### src/rtl/alu_operand_stage.sv
// ALU operand stage: selects the two ALU operands from register, immediate,
// forwarded and constant sources, and buffers them in a two-entry skid buffer.

module alu_operand_sel #(
  parameter int                    DATA_WIDTH = 32,
  parameter logic [DATA_WIDTH-1:0] ZERO_CONST = '0
) (
  input  logic                  src1_sel,
  input  logic [1:0]            src2_sel,
  input  logic [DATA_WIDTH-1:0] reg_op1,
  input  logic [DATA_WIDTH-1:0] reg_op2,
  input  logic [DATA_WIDTH-1:0] imm_op,
  input  logic [DATA_WIDTH-1:0] fwd_data,
  output logic [DATA_WIDTH-1:0] op1,
  output logic [DATA_WIDTH-1:0] op2
);

  always_comb begin
    op1 = src1_sel ? fwd_data : reg_op1;
    op2 = reg_op2;
    case (src2_sel)
      2'd0:    op2 = reg_op2;
      2'd1:    op2 = imm_op;
      2'd2:    op2 = fwd_data;
      default: op2 = ZERO_CONST;
    endcase
  end

endmodule

module alu_operand_stage #(
  parameter int                    DATA_WIDTH = 32,
  parameter logic [DATA_WIDTH-1:0] ZERO_CONST = '0
) (
  input  logic                  clk,
  input  logic                  rst_n,
  input  logic                  in_valid,
  output logic                  in_ready,
  input  logic [DATA_WIDTH-1:0] reg_op1,
  input  logic [DATA_WIDTH-1:0] reg_op2,
  input  logic [DATA_WIDTH-1:0] imm_op,
  input  logic [DATA_WIDTH-1:0] fwd_data,
  input  logic                  src1_sel,
  input  logic [1:0]            src2_sel,
  output logic                  out_valid,
  input  logic                  out_ready,
  output logic [DATA_WIDTH-1:0] alu_op1,
  output logic [DATA_WIDTH-1:0] alu_op2
);

  typedef struct packed {
    logic [DATA_WIDTH-1:0] op1;
    logic [DATA_WIDTH-1:0] op2;
  } pair_t;

  typedef enum logic [1:0] {EMPTY, ONE, TWO} state_t;

  state_t state, state_nxt;
  pair_t  main_q, skid_q, sel_pair;
  logic   accept, pop;
  logic   load_main_in, load_main_skid, load_skid;

  alu_operand_sel #(
    .DATA_WIDTH (DATA_WIDTH),
    .ZERO_CONST (ZERO_CONST)
  ) u_sel (
    .src1_sel (src1_sel),
    .src2_sel (src2_sel),
    .reg_op1  (reg_op1),
    .reg_op2  (reg_op2),
    .imm_op   (imm_op),
    .fwd_data (fwd_data),
    .op1      (sel_pair.op1),
    .op2      (sel_pair.op2)
  );

  // Handshake flags come from registered state only, so in_ready never
  // depends on out_ready combinationally.
  assign in_ready  = (state != TWO);
  assign out_valid = (state != EMPTY);
  assign accept    = in_valid & in_ready;
  assign pop       = out_valid & out_ready;
  assign alu_op1   = main_q.op1;
  assign alu_op2   = main_q.op2;

  always_comb begin
    state_nxt      = state;
    load_main_in   = 1'b0;
    load_main_skid = 1'b0;
    load_skid      = 1'b0;
    case (state)
      EMPTY: begin
        if (accept) begin
          state_nxt    = ONE;
          load_main_in = 1'b1;
        end
      end
      ONE: begin
        if (accept && pop) begin
          load_main_in = 1'b1;
        end else if (accept) begin
          state_nxt = TWO;
          load_skid = 1'b1;
        end else if (pop) begin
          state_nxt = EMPTY;
        end
      end
      TWO: begin
        if (pop) begin
          state_nxt      = ONE;
          load_main_skid = 1'b1;
        end
      end
      default: state_nxt = EMPTY;
    endcase
  end

  always_ff @(posedge clk) begin
    if (!rst_n) begin
      state  <= EMPTY;
      main_q <= '0;
      skid_q <= '0;
    end else begin
      state <= state_nxt;
      if (load_main_in)
        main_q <= sel_pair;
      else if (load_main_skid)
        main_q <= skid_q;
      if (load_skid)
        skid_q <= sel_pair;
    end
  end

endmodule

### config.mk
export PLATFORM = sky130hd
export DESIGN_NAME = alu_operand_stage
export DESIGN_NICKNAME = d
export VERILOG_FILES = /design/src/rtl/alu_operand_stage.sv
export SDC_FILE = /design/constraint.sdc
export NUM_CORES = 1
export LEC_CHECK = 0
export CAP_MARGIN = 20
export CORE_MARGIN = 3
export CORE_UTILIZATION = 42
export DETAILED_ROUTE_END_ITERATION = 10
export PLACE_DENSITY = 0.76
export RECOVER_POWER = 100
export SYNTH_ARGS = -nofsm -noshare
export SYNTH_HDL_FRONTEND = slang
export SYNTH_HIERARCHICAL = 1
export SYNTH_SLANG_ARGS = --single-unit
### constraint.sdc
create_clock -name clk -period 1.2 [get_ports clk]
set_input_delay 0.18 -clock clk [delete_from_list [all_inputs] [get_ports clk]]
set_output_delay 0.18 -clock clk [all_outputs]
set_load 0.005 [all_outputs]
---- Word-level counts from Yosys, hierarchy flattened ----
Cells that the tools add are included.
word-level totals
  bits in registers ....................... 130
  input bits .............................. 135
  output and inout port bits .............. 66
  word-level logic and storage cells ...... 39
operators by class
  eq/ne operators ......................... 9
  mux-type cells .......................... 17
  bitwise operators ....................... 2
  reductions and logical operators ........ 6
operators with widths
  kind                                                 count
  2-to-1 mux 64 bit                                    2
  one-hot mux 32 bit (3 select lines)                  1
  2-to-1 mux 32 bit                                    1
  2-to-1 mux 2 bit                                     5
  != test 2 bit, second input constant                 4
  2-to-1 mux 1 bit                                     6
  one-hot mux 2 bit (3 select lines)                   1
  equality test 2 x 1 -> 1 bit, second input constant  2
  equality test 2 bit, second input constant           2
  logical NOT 2 bit                                    2
  AND reduction 4 bit                                  1
  nonzero test 2 bit                                   2
  != test 3 bit, second input constant                 1
  AND 1 bit                                            2
  one-hot mux 1 bit (2 select lines)                   1
  logical AND 1 bit                                    1

---- Logic depth before layout (Yosys ltp) ----
  depth after elaboration ................. 6
  mapped depth ............................ 7
  mapped depth without buffers ............ 4

---- Modules after synthesis ----
Netlist, hierarchy kept.
by module, submodules not included
  module             instances  cells an instance  area an instance (um^2)
  alu_operand_stage  1          516                4,998.5
  alu_operand_sel    1          113                1,186.1

---- Worst setup path before layout ----
Ideal clock, no wire load.
  path type ............................... reg-to-reg
  from .................................... register state[1]
  to ...................................... register main_q (netlist bit alu_op1[10])
  setup time .............................. 119 ps
  data arrival time ....................... 1,203 ps
  path slack .............................. -121 ps
  cell stages (with the launch flop) ...... 6
  path through ............................ dfxtp_1 > nand2b_4 > or2_1 > buf_6 > buf_6 > o221a_1
between the ends
  longest elaborated chain between the ends .. 6
ends and longest elaborated chain
  element                                                         line    text
  start, declared                                                 58      state_t state, state_nxt;
  start signal, assigned                                          124     state <= state_nxt;
  != test 2 bit / nonzero test 2 bit (equally long branches)      79, 80
  AND 1 bit, on equally long branches                             81, 82
  logical AND 1 bit                                               99      if (accept && pop) begin
  2-to-1 mux 1 bit                                                99
  one-hot mux 1 bit (2 select lines)                              91      case (state)
  2-to-1 mux 64 bit / nonzero test 2 bit (equally long branches)  -
  end signal, assigned                                            126     main_q <= sel_pair;
  end signal, assigned                                            128     main_q <= skid_q;
  end, declared                                                   59      pair_t main_q, skid_q, sel_pair;
Parallel ways exist; a longest one is shown, timed or not.
A chain may end at the register's enable or synchronous reset.

---- Worst setup path after layout ----
  from .................................... register state[0]
  to ...................................... register main_q (netlist bit alu_op1[2])
Same word-level chain as after synthesis.

==> out/summary.txt <==
Status: complete, but fails checks
Failing checks: negative setup slack
Fin crit period: 1530 ps
IO Port Bufs: 200
Antenna violations before repair: 1
Clock Latency Late Sink: 420 ps
Lkg Pwr: 3.92 nW
Largest net degree at the start of global routing: 37
Core Area: 14,100 µm²
Root buffer cell: clkbuf_16
Routed vias: 6,299
CP Buf/Inv Count: 4
Final nets: 994
Fin util: 72.5%
Seq/Total Area, Yosys: 42.1%
HPWL after DPL: 13,800 µm
CP max-delay cell: dfxtp_2
CTS H-tree lvls: 4
Slew Limit Fails: 0
Post-Place Cell Area: 8460 µm²
Yosys warning total: 6
Chip height: 127 µm
Critical path arrival: 1830 ps
Total power: 12.5 mW
Gpl congestion: 0.835
Average size of a mapped cell: 9.83 µm²
Clk pin slew, worst setup/hold paths: 60 ps
Die area: 16,200 µm²
Worst Path Class, Setup: reg2reg
MaxCap Viol Count: 0
Setup ws final: -325 ps
Netlist cell types: 29
Post-Route WL: 24,500 µm
Tightest Pin Transition: 481 ps
Final setup fails: 131
Critical-path cell list: buf_6, nand3b_1, buf_6, buf_12, clkbuf_16, o21a_1, o221a_1
Cells after Synth: 629
Clock sink count: 130
Worst stage delay on the critical path: 330 ps
Final setup TNS: -33,220 ps
CP most frequent cell: buf_6
Fmax: 0.656 GHz
P&R area growth vs syn: 65.8%
Antenna Cells: 0
Power per standard cell area: 1220 nW/µm²
Synth top area share: 42.1%
Hold WC Path Type: in2reg
Number of global-route vias before repair: 6,399
Synth Register Bits: 130
Layout cell share with drive strength beyond 1: 33.8%
Number of iterations in the first detailed-routing pass: 5
XOR/XNOR Fraction of Synth Area: 0%
Initial core utilization: 43.7%
Max-Slew Margin vs Limit: 67.6%
Chip width: 127 µm
I/O pins: 201
Top cells by area, synth: dfxtp_1 (42%), o221a_1 (8.4%), nand2_1 (7.8%)
Largest family of logic cells by synthesized area: compound AO/OA/AOI/OAI gates
Largest delay share family, worst path: buffers and inverters
First-pass GRT wire length: 35,300 µm
Most common cell after layout, fill and taps aside: clkdlybuf4s50_1
Compound-cell area share of the yosys netlist: 30.2%
Worst EP required: 1510 ps
Hold-fix buffers at CTS: 0
Cts bufs inserted: 17
Post-synthesis mux area share: 11.5%
Number of nets still failing antenna checks after routing: 0
Wire per inst: 23.3 µm
Final Hold Fails: 0
CTS tree: done
# rows: 43
Synth Area in Adders: 0%
Post-Synth Simple-Gate Area: 9.49%
Setup Skew: 8.47 ps
Iteration-0 DRC Markers: 475
All-Layer GR Usage: 27.9%
Number of vias per cell: 5.99
# DRC: 0
Grt ovf: 0
Element type at the critical path end: flop
Design Area, Final: 10,300 µm²
Top fanout value on the critical path: 5
Tcrit/Tclk final: 127%
Most frequent cells in the layout: clkdlybuf4s50_1 (130), dfxtp_1 (97), nand2_1 (90), o21a_1 (61), o221a_1 (46)
Startpoint types: flop
Cell taking the most area after synthesis: dfxtp_1
Synthesized net count: 764
RSZ-0062 raised after global routing: yes
Max VDD drop: 1.09 mV
Clk buf depth: 2
Synthesized area: 6180 µm²
==> cell families (layout without fill, tap and decap cells) <==
group | after synthesis | in the layout
DFF | 130 | 130
and+or+nand+nor | 140 | 140
buffers and inverters | 65 | 308
AOI/OAI and AO/OA | 227 | 227
muxes | 67 | 67
==> cell type report <==
class | count | area, µm²
inverters | 1 | 3.75
clock inverters | 11 | 130
multi-input cells | 434 | 3630
flip-flops and latches | 130 | 2640
fillers | 979 | 3890
repair buffers | 275 | 3170
clock buffers | 21 | 460
well taps | 180 | 225
==> cells in the mapped netlist <==
cell / n
a211oi_1: 1
a21oi_1: 67
a31oi_1: 1
and4bb_2: 1
buf_2: 30
buf_4: 2
buf_6: 17
clkbuf_1: 15
dfxtp_1: 130
inv_1: 1
mux2_1: 2
mux2_2: 30
mux2i_1: 35
nand2_1: 129
nand2b_1: 1
nand2b_4: 1
nand3b_1: 2
nand4bb_1: 1
nor2_1: 1
nor2b_4: 2
o21a_1: 61
o21ai_2: 1
o221a_1: 46
o221a_2: 15
o2bb2ai_1: 22
o2bb2ai_2: 10
o31ai_1: 3
or2_1: 1
or2_2: 1
==> per-stage QoR <==
stage          worst slack (ps)  std cells  hold slack [ps]
2_1_floorplan              -105        629              251
3_3_place_gp               -526        979              439
3_5_place_dp               -594        979              447
4_1_cts                    -255       1043              225
5_1_grt                    -358       1052              245
6_report                   -325       1052              243
==> report_power, final <==
part | internal [mW] | total, mW | switching [mW]
Clock | 3.18 | 5.20 | 2.02
Sequential | 4.59 | 4.76 | 0.174
Combinational | 1.44 | 2.54 | 1.10
Total | 9.21 | 12.5 | 3.29
==> sequential cells by signal, indices dropped and copies added, names as in the netlist <==
signal / count
alu_op1: 32
alu_op2: 32
skid_q: 64
state: 2
==> worst min-delay path, delay by kind of cell <==
kind | cells | cell delay (ps)
buffers and inverters | 2 | 310
AO/OA/AOI/OAI | 2 | 130
==> metal layers <==
metal	vias to the layer above	global-route usage (%)	wire, µm
li1	2802	-	-
met1	3093	34.2	9650
met2	345	48.6	12300
met3	57	5.43	1790
met4	2	10.2	728
met5	-	0	13
==> path summary, 6_finish.rpt <==
kind	from	endpoint	slack, ps	depth (start not counted)
worst max register to register	state[0]	alu_op1[2]	-330	7
worst max-delay path	state[0]	alu_op1[2]	-330	7
worst min register to register	skid_q[27]	skid_q[27]	460	2
worst min-delay path	rst_n	alu_op1[9]	240	4
==> timing repair <==
item	4_1_cts	5_1_grt
pin swaps	6	61
endpoints found under the setup margin	195	180
cloned	17	7
resized for setup	162	150
setup buffers	15	8
Note: power is estimated with default switching activity, not from simulation.
